### src/rtl/ctrl_pipe_hzd.sv
// ctrl_pipe_hzd
// Carries decoded control from D through the E, M and W stage registers of the
// 5-stage core. Each stage has a valid bit, can hold (stall) or take a bubble
// (flush). Load-use hazards against the instruction in E are detected here.
// A counter tracks the number of instructions retired in W.
//
// Ports
//   clk, rst        rising-edge clock, synchronous active-high reset
//   ctrlD, validD   decoded control {E,M,W} (W in LSBs) and valid from D
//   rsD, rtD        source registers in D; use_rtD = D reads rt
//   writeregE       destination register resolved in E
//   stallE, stallM  external hold requests for E and M
//   flushE, flushM  bubble requests for E and M
//   stallD_o        D/F must hold this cycle (combinational)
//   ctrlE_o/validE_o, ctrlM_o/validM_o, ctrlW_o/validW_o  stage contents
//   instret_o       retired-instruction count, wraps modulo 2^CNT_W
module ctrl_pipe_hzd #(
    parameter int EW        = 8,
    parameter int MW        = 2,
    parameter int WW        = 2,
    parameter int MEMRD_BIT = 0,
    parameter int RW        = 5,
    parameter int CNT_W     = 32
) (
    input  logic                  clk,
    input  logic                  rst,
    input  logic [EW+MW+WW-1:0]   ctrlD,
    input  logic                  validD,
    input  logic [RW-1:0]         rsD,
    input  logic [RW-1:0]         rtD,
    input  logic                  use_rtD,
    input  logic [RW-1:0]         writeregE,
    input  logic                  stallE,
    input  logic                  stallM,
    input  logic                  flushE,
    input  logic                  flushM,
    output logic                  stallD_o,
    output logic [EW+MW+WW-1:0]   ctrlE_o,
    output logic                  validE_o,
    output logic [MW+WW-1:0]      ctrlM_o,
    output logic                  validM_o,
    output logic [WW-1:0]         ctrlW_o,
    output logic                  validW_o,
    output logic [CNT_W-1:0]      instret_o
);

    localparam int CW  = EW + MW + WW;
    localparam int MWW = MW + WW;

    logic [CW-1:0]    ctrlE_q, ctrlE_d;
    logic             validE_q, validE_d;
    logic [MWW-1:0]   ctrlM_q, ctrlM_d;
    logic             validM_q, validM_d;
    logic [WW-1:0]    ctrlW_q, ctrlW_d;
    logic             validW_q, validW_d;
    logic [CNT_W-1:0] instret_q, instret_d;

    logic lu;
    logic hold_e;
    logic hold_m;

    // r0 is never a real dependency, so writeregE == 0 cannot raise a hazard.
    assign lu = validD & validE_q & ctrlE_q[WW+MEMRD_BIT] & (writeregE != '0)
              & ((writeregE == rsD) | (use_rtD & (writeregE == rtD)));

    // A memory wait backs up through E as well.
    assign hold_m   = stallM;
    assign hold_e   = stallE | stallM;
    assign stallD_o = lu | hold_e;

    always_comb begin
        ctrlE_d   = ctrlE_q;
        validE_d  = validE_q;
        ctrlM_d   = ctrlM_q;
        validM_d  = validM_q;
        ctrlW_d   = '0;
        validW_d  = 1'b0;
        instret_d = instret_q;

        if (flushE) begin
            ctrlE_d  = '0;
            validE_d = 1'b0;
        end else if (hold_e) begin
            ctrlE_d  = ctrlE_q;
            validE_d = validE_q;
        end else if (lu) begin
            ctrlE_d  = '0;
            validE_d = 1'b0;
        end else begin
            // Gate with valid so a bubble never carries stray control bits.
            ctrlE_d  = validD ? ctrlD : '0;
            validE_d = validD;
        end

        if (flushM) begin
            ctrlM_d  = '0;
            validM_d = 1'b0;
        end else if (hold_m) begin
            ctrlM_d  = ctrlM_q;
            validM_d = validM_q;
        end else if (hold_e) begin
            // E is held but M is free: M drains and takes a bubble.
            ctrlM_d  = '0;
            validM_d = 1'b0;
        end else begin
            ctrlM_d  = ctrlE_q[MWW-1:0];
            validM_d = validE_q;
        end

        // W never holds; while M is held, W is fed bubbles.
        if (!hold_m) begin
            ctrlW_d  = ctrlM_q[WW-1:0];
            validW_d = validM_q;
        end

        if (validW_q) begin
            instret_d = instret_q + {{(CNT_W-1){1'b0}}, 1'b1};
        end
    end

    always_ff @(posedge clk) begin
        if (rst) begin
            ctrlE_q   <= '0;
            validE_q  <= 1'b0;
            ctrlM_q   <= '0;
            validM_q  <= 1'b0;
            ctrlW_q   <= '0;
            validW_q  <= 1'b0;
            instret_q <= '0;
        end else begin
            ctrlE_q   <= ctrlE_d;
            validE_q  <= validE_d;
            ctrlM_q   <= ctrlM_d;
            validM_q  <= validM_d;
            ctrlW_q   <= ctrlW_d;
            validW_q  <= validW_d;
            instret_q <= instret_d;
        end
    end

    assign ctrlE_o   = ctrlE_q;
    assign validE_o  = validE_q;
    assign ctrlM_o   = ctrlM_q;
    assign validM_o  = validM_q;
    assign ctrlW_o   = ctrlW_q;
    assign validW_o  = validW_q;
    assign instret_o = instret_q;

endmodule

### config.mk
export PLATFORM = sky130hd
export DESIGN_NAME = ctrl_pipe_hzd
export DESIGN_NICKNAME = d
export VERILOG_FILES = /design/src/rtl/ctrl_pipe_hzd.sv
export SDC_FILE = /design/constraint.sdc
export NUM_CORES = 1
export LEC_CHECK = 0
export CAP_MARGIN = 20
export CORE_MARGIN = 5
export CORE_UTILIZATION = 45
export CTS_CLUSTER_SIZE = 12
export DETAILED_ROUTE_END_ITERATION = 16
export HOLD_SLACK_MARGIN = 0.03
export PLACE_DENSITY = 0.9
export REMOVE_ABC_BUFFERS = 1
export SLEW_MARGIN = 10
export SYNTH_ARGS = -nofsm -noshare
export SYNTH_HDL_FRONTEND = slang
export SYNTH_SLANG_ARGS = --single-unit
### constraint.sdc
create_clock -name clk -period 2.2 [get_ports clk]
set_clock_uncertainty 0.05 [all_clocks]
set_input_delay 0.22 -clock clk [delete_from_list [all_inputs] [get_ports clk]]
set_output_delay 0.22 -clock clk [all_outputs]
set_load 0.02 [all_outputs]
==> flow_summary_export.csv <==
group,metric,value,unit
cells_and_area,instances_no_fill,458,
synthesis,syn_area,2490,µm²
setup_path,critPathCaptureType,"output port",
cells_and_area,nFillCells,428,
floorplanning,die_x,84.5,µm
detailed_routing,wl_per_cell,15.2,µm
detailed_routing,drt_first_pass_iters,4,
clock_network,cts_htree_levels,2,
power,p_leak,1.19,nW
floorplanning,rows,27,
setup_path,crit_chain,"clkdlybuf4s50_1 > or4_4 > o211ai_1 > inv_1 > a311o_1 > buf_6",
synthesis,yosys_warnings,0,
placed_design,hpwl,5180,µm
setup_path,r2r-end,"instret_o[26]",
global_route,top_usage_layer,"met2",
setup_path,worstSetupPathType,"in2out",
detailed_routing,dr_total_vias,2631,
timing,fin_crit,2110,ps
global_route,gr-total-overflow,0,
setup_path,crit_path_max_fanout,2,
synthesis,yosysSeqAreaShare,42.5,%
synthesis,synth_top_area_share,42.5,%
min_path,whs_endpoint,"ctrlE_o[11]",
global_route,grt_max_degree,40,
clock_network,cts_tree,"done",
timing,rsz0062_at_grt,"false",
cells_and_area,drive_gt1_share,8.55,%
cells_and_area,diodes,0,
global_route,grt_pass1_wl,11200,µm
synthesis,synth-edff-count,0,
outcome,status,"finished clean",
cells_and_area,nets,421,
synthesis,syn-mean-instance-area,8.60,µm²
placed_design,dp.cells,446,
cells_and_area,fin_util,66.6,%
detailed_routing,post-route-drc-count,0,
setup_path,start_kind,"input pin",
clock_network,numCtsBuffers,5,
floorplanning,ios,89,
floorplanning,start_util,45.9,%
clock_network,clock_latency,300,ps
global_route,antenna_found_initial,0,
global_route,track_usage,18.7,%
power,power.total,1.68,mW
setup_path,critical_path_arrival,1840,ps
global_route,grtUsageMet1,20.0,%
placed_design,portBuffers,88,
min_path,min_path_type,"reg2reg",
run,drv_cap,0,
synthesis,synthFlopType,"dfxtp_1",
timing,slew_headroom,44.5,%
synthesis,synth-async-reset-ratio,0,%
synthesis,yosysMostFrequentCell,"dfxtp_1",
detailed_routing,viasPerCell,5.74,
clock_network,root_buffer,"clkbuf_8",
power,powerDensity,463,nW/µm²
global_route,grt_pass1_vias,2562,
synthesis,synth.top_cells.by_count,"dfxtp_1, nand2_1, a21oi_1",
setup_path,cp.buffers_inverters,3,
cells_and_area,area_delta_synth_final,45.1,%
timing,setup_viol,0,
min_path,min_from,"ctrlE_o[11]",
clock_network,clockBufferDepth,2,
detailed_routing,drt_wl_total,6970,µm
timing,finalMaxSlewViolations,0,
cells_and_area,fin_area,3620,µm²
setup_path,crit_family,"buffers and inverters",
power,ir_worst_vdd,0.274,mV
cells_and_area,seq_area,1060,µm²
detailed_routing,drtIter0Drc,152,
timing,final_hold_viol_count,0,
floorplanning,core_area,5440,µm²
cells_and_area,multiInputGateArea,1330,µm²
timing,tightest_slew,826,ps
clock_network,cts.sinks,53,
placed_design,gp_congestion,0.814,
global_route,met3_usage,7.56,%
placed_design,placedInstanceArea,3500,µm²
clock_network,clkSlewWorstSetupHoldPaths,90,ps
setup_path,critPathSlowestCell,"or4_4",
synthesis,synth_area_leader_cell,"dfxtp_1",
detailed_routing,ant_nets,0,
setup_path,r2r_cells,4,
timing,clock.fmax,475,MHz
synthesis,syn_inst,290,
floorplanning,dieArea,7130,µm²
synthesis,ys_ff_latch,53,
min_path,hold_depth,2,
synthesis,synth_cell_types,37,
setup_path,ff2ff_setup_slack,170,ps
setup_path,crit_path_max_incr_delay,490,ps
timing,finalCritPeriodShare,95.7,%
setup_path,required,1930,ps
synthesis,synth_area_leaders,"dfxtp_1, or4_1, xnor2_1",
floorplanning,die_y,84.5,µm
setup_path,reg2reg_from,"instret_o[2]",
global_route,met2_usage,34.2,%
==> through the flow <==
stage / TNS [ps] / hold WS [ps] / setup slack, ps
2_1_floorplan: -21.1 / 239 / -21.1
3_3_place_gp: -419 / 398 / -390
3_5_place_dp: -420 / 414 / -420
4_1_cts: -57.4 / 433 / -57.4
5_1_grt: 0 / 456 / 14.4
6_report: 0 / 435 / 94.5
==> area by class of cell <==
cell class	count	share of cell area (%)
Inverter	7	0.726
Multi-Input combinational cell	211	36.8
Clock buffer	6	2.00
Clock inverter	2	0.277
Sequential cell	53	29.3
Tap cell	72	2.49
Timing Repair Buffer	107	28.4
==> worst register-to-register path, stage by stage (launching register included) <==
cell     delay, ps
dfxtp_1        450
and4_2         340
nand3_1        380
or4_1          600
a21oi_1        150
==> cells in the final DEF, fill, tap and decap left out, types with 7 or more instances in the layout <==
master | netlist | layout
a21oi_1 | 22 | 22
a32oi_1 | 12 | 12
buf_4 | 1 | 18
clkdlybuf4s50_1 | 0 | 85
dfxtp_1 | 53 | 53
inv_1 | 7 | 7
nand2_1 | 25 | 25
nand3_1 | 11 | 11
nand4_1 | 10 | 10
nor2_1 | 16 | 16
nor3_1 | 7 | 7
o21ai_0 | 16 | 13
o31ai_1 | 14 | 14
or4_1 | 16 | 15
xnor2_1 | 13 | 13
xor2_1 | 8 | 8
==> worst max path at each step <==
| stage | startpoint | to | slack, ps | depth (start not counted) |
|---|---|---|---|---|
| global route | writeregE[3] | stallD_o | 10 | 6 |
| CTS | writeregE[1] | stallD_o | -60 | 6 |
| detailed placement | writeregE[1] | stallD_o | -420 | 6 |
| global placement | writeregE[1] | stallD_o | -390 | 6 |
| finish | writeregE[3] | stallD_o | 90 | 6 |
| floorplan | instret_o[7] | instret_o[31] | -20 | 4 |
==> power by group <==
part	switching [mW]	internal [mW]	total, mW	leakage, nW
clock network	0.313	0.222	0.535	0.0450
logic	0.0726	0.0985	0.171	0.718
registers	0.00552	0.966	0.971	0.427
==> flip-flops by register name, indices dropped and copies added, names as in the netlist <==
name,count
ctrlE_o,12
validW_o,1
validE_o,1
ctrlM_o,4
validM_o,1
instret_o,32
ctrlW_o,2
==> cells by family after synthesis <==
kind of cell / synth area share (%)
multiplexers: 0.853
AO/OA/AOI/OAI: 18.4
buffers and inverters: 4.21
flip-flops: 42.5
XOR/XNOR: 7.37
adder cells (fa/ha/maj): 0.501
AND/OR/NAND/NOR: 26.1
==> per-layer routing <==
metal  wire length (µm)  vias to the layer above
met2               3480                      114
li1                   -                     1272
met4                 75                        0
met1               2690                     1239
met5                  0                        -
met3                725                        6
==> repair_timing <==
item	in CTS	in global routing
endpoints found under the setup margin	1	14
setup buffers	8	0
gates resized for setup	5	7
pin swaps	1	2
hold buffers	0	0
Power figures use the tool's default switching activity.
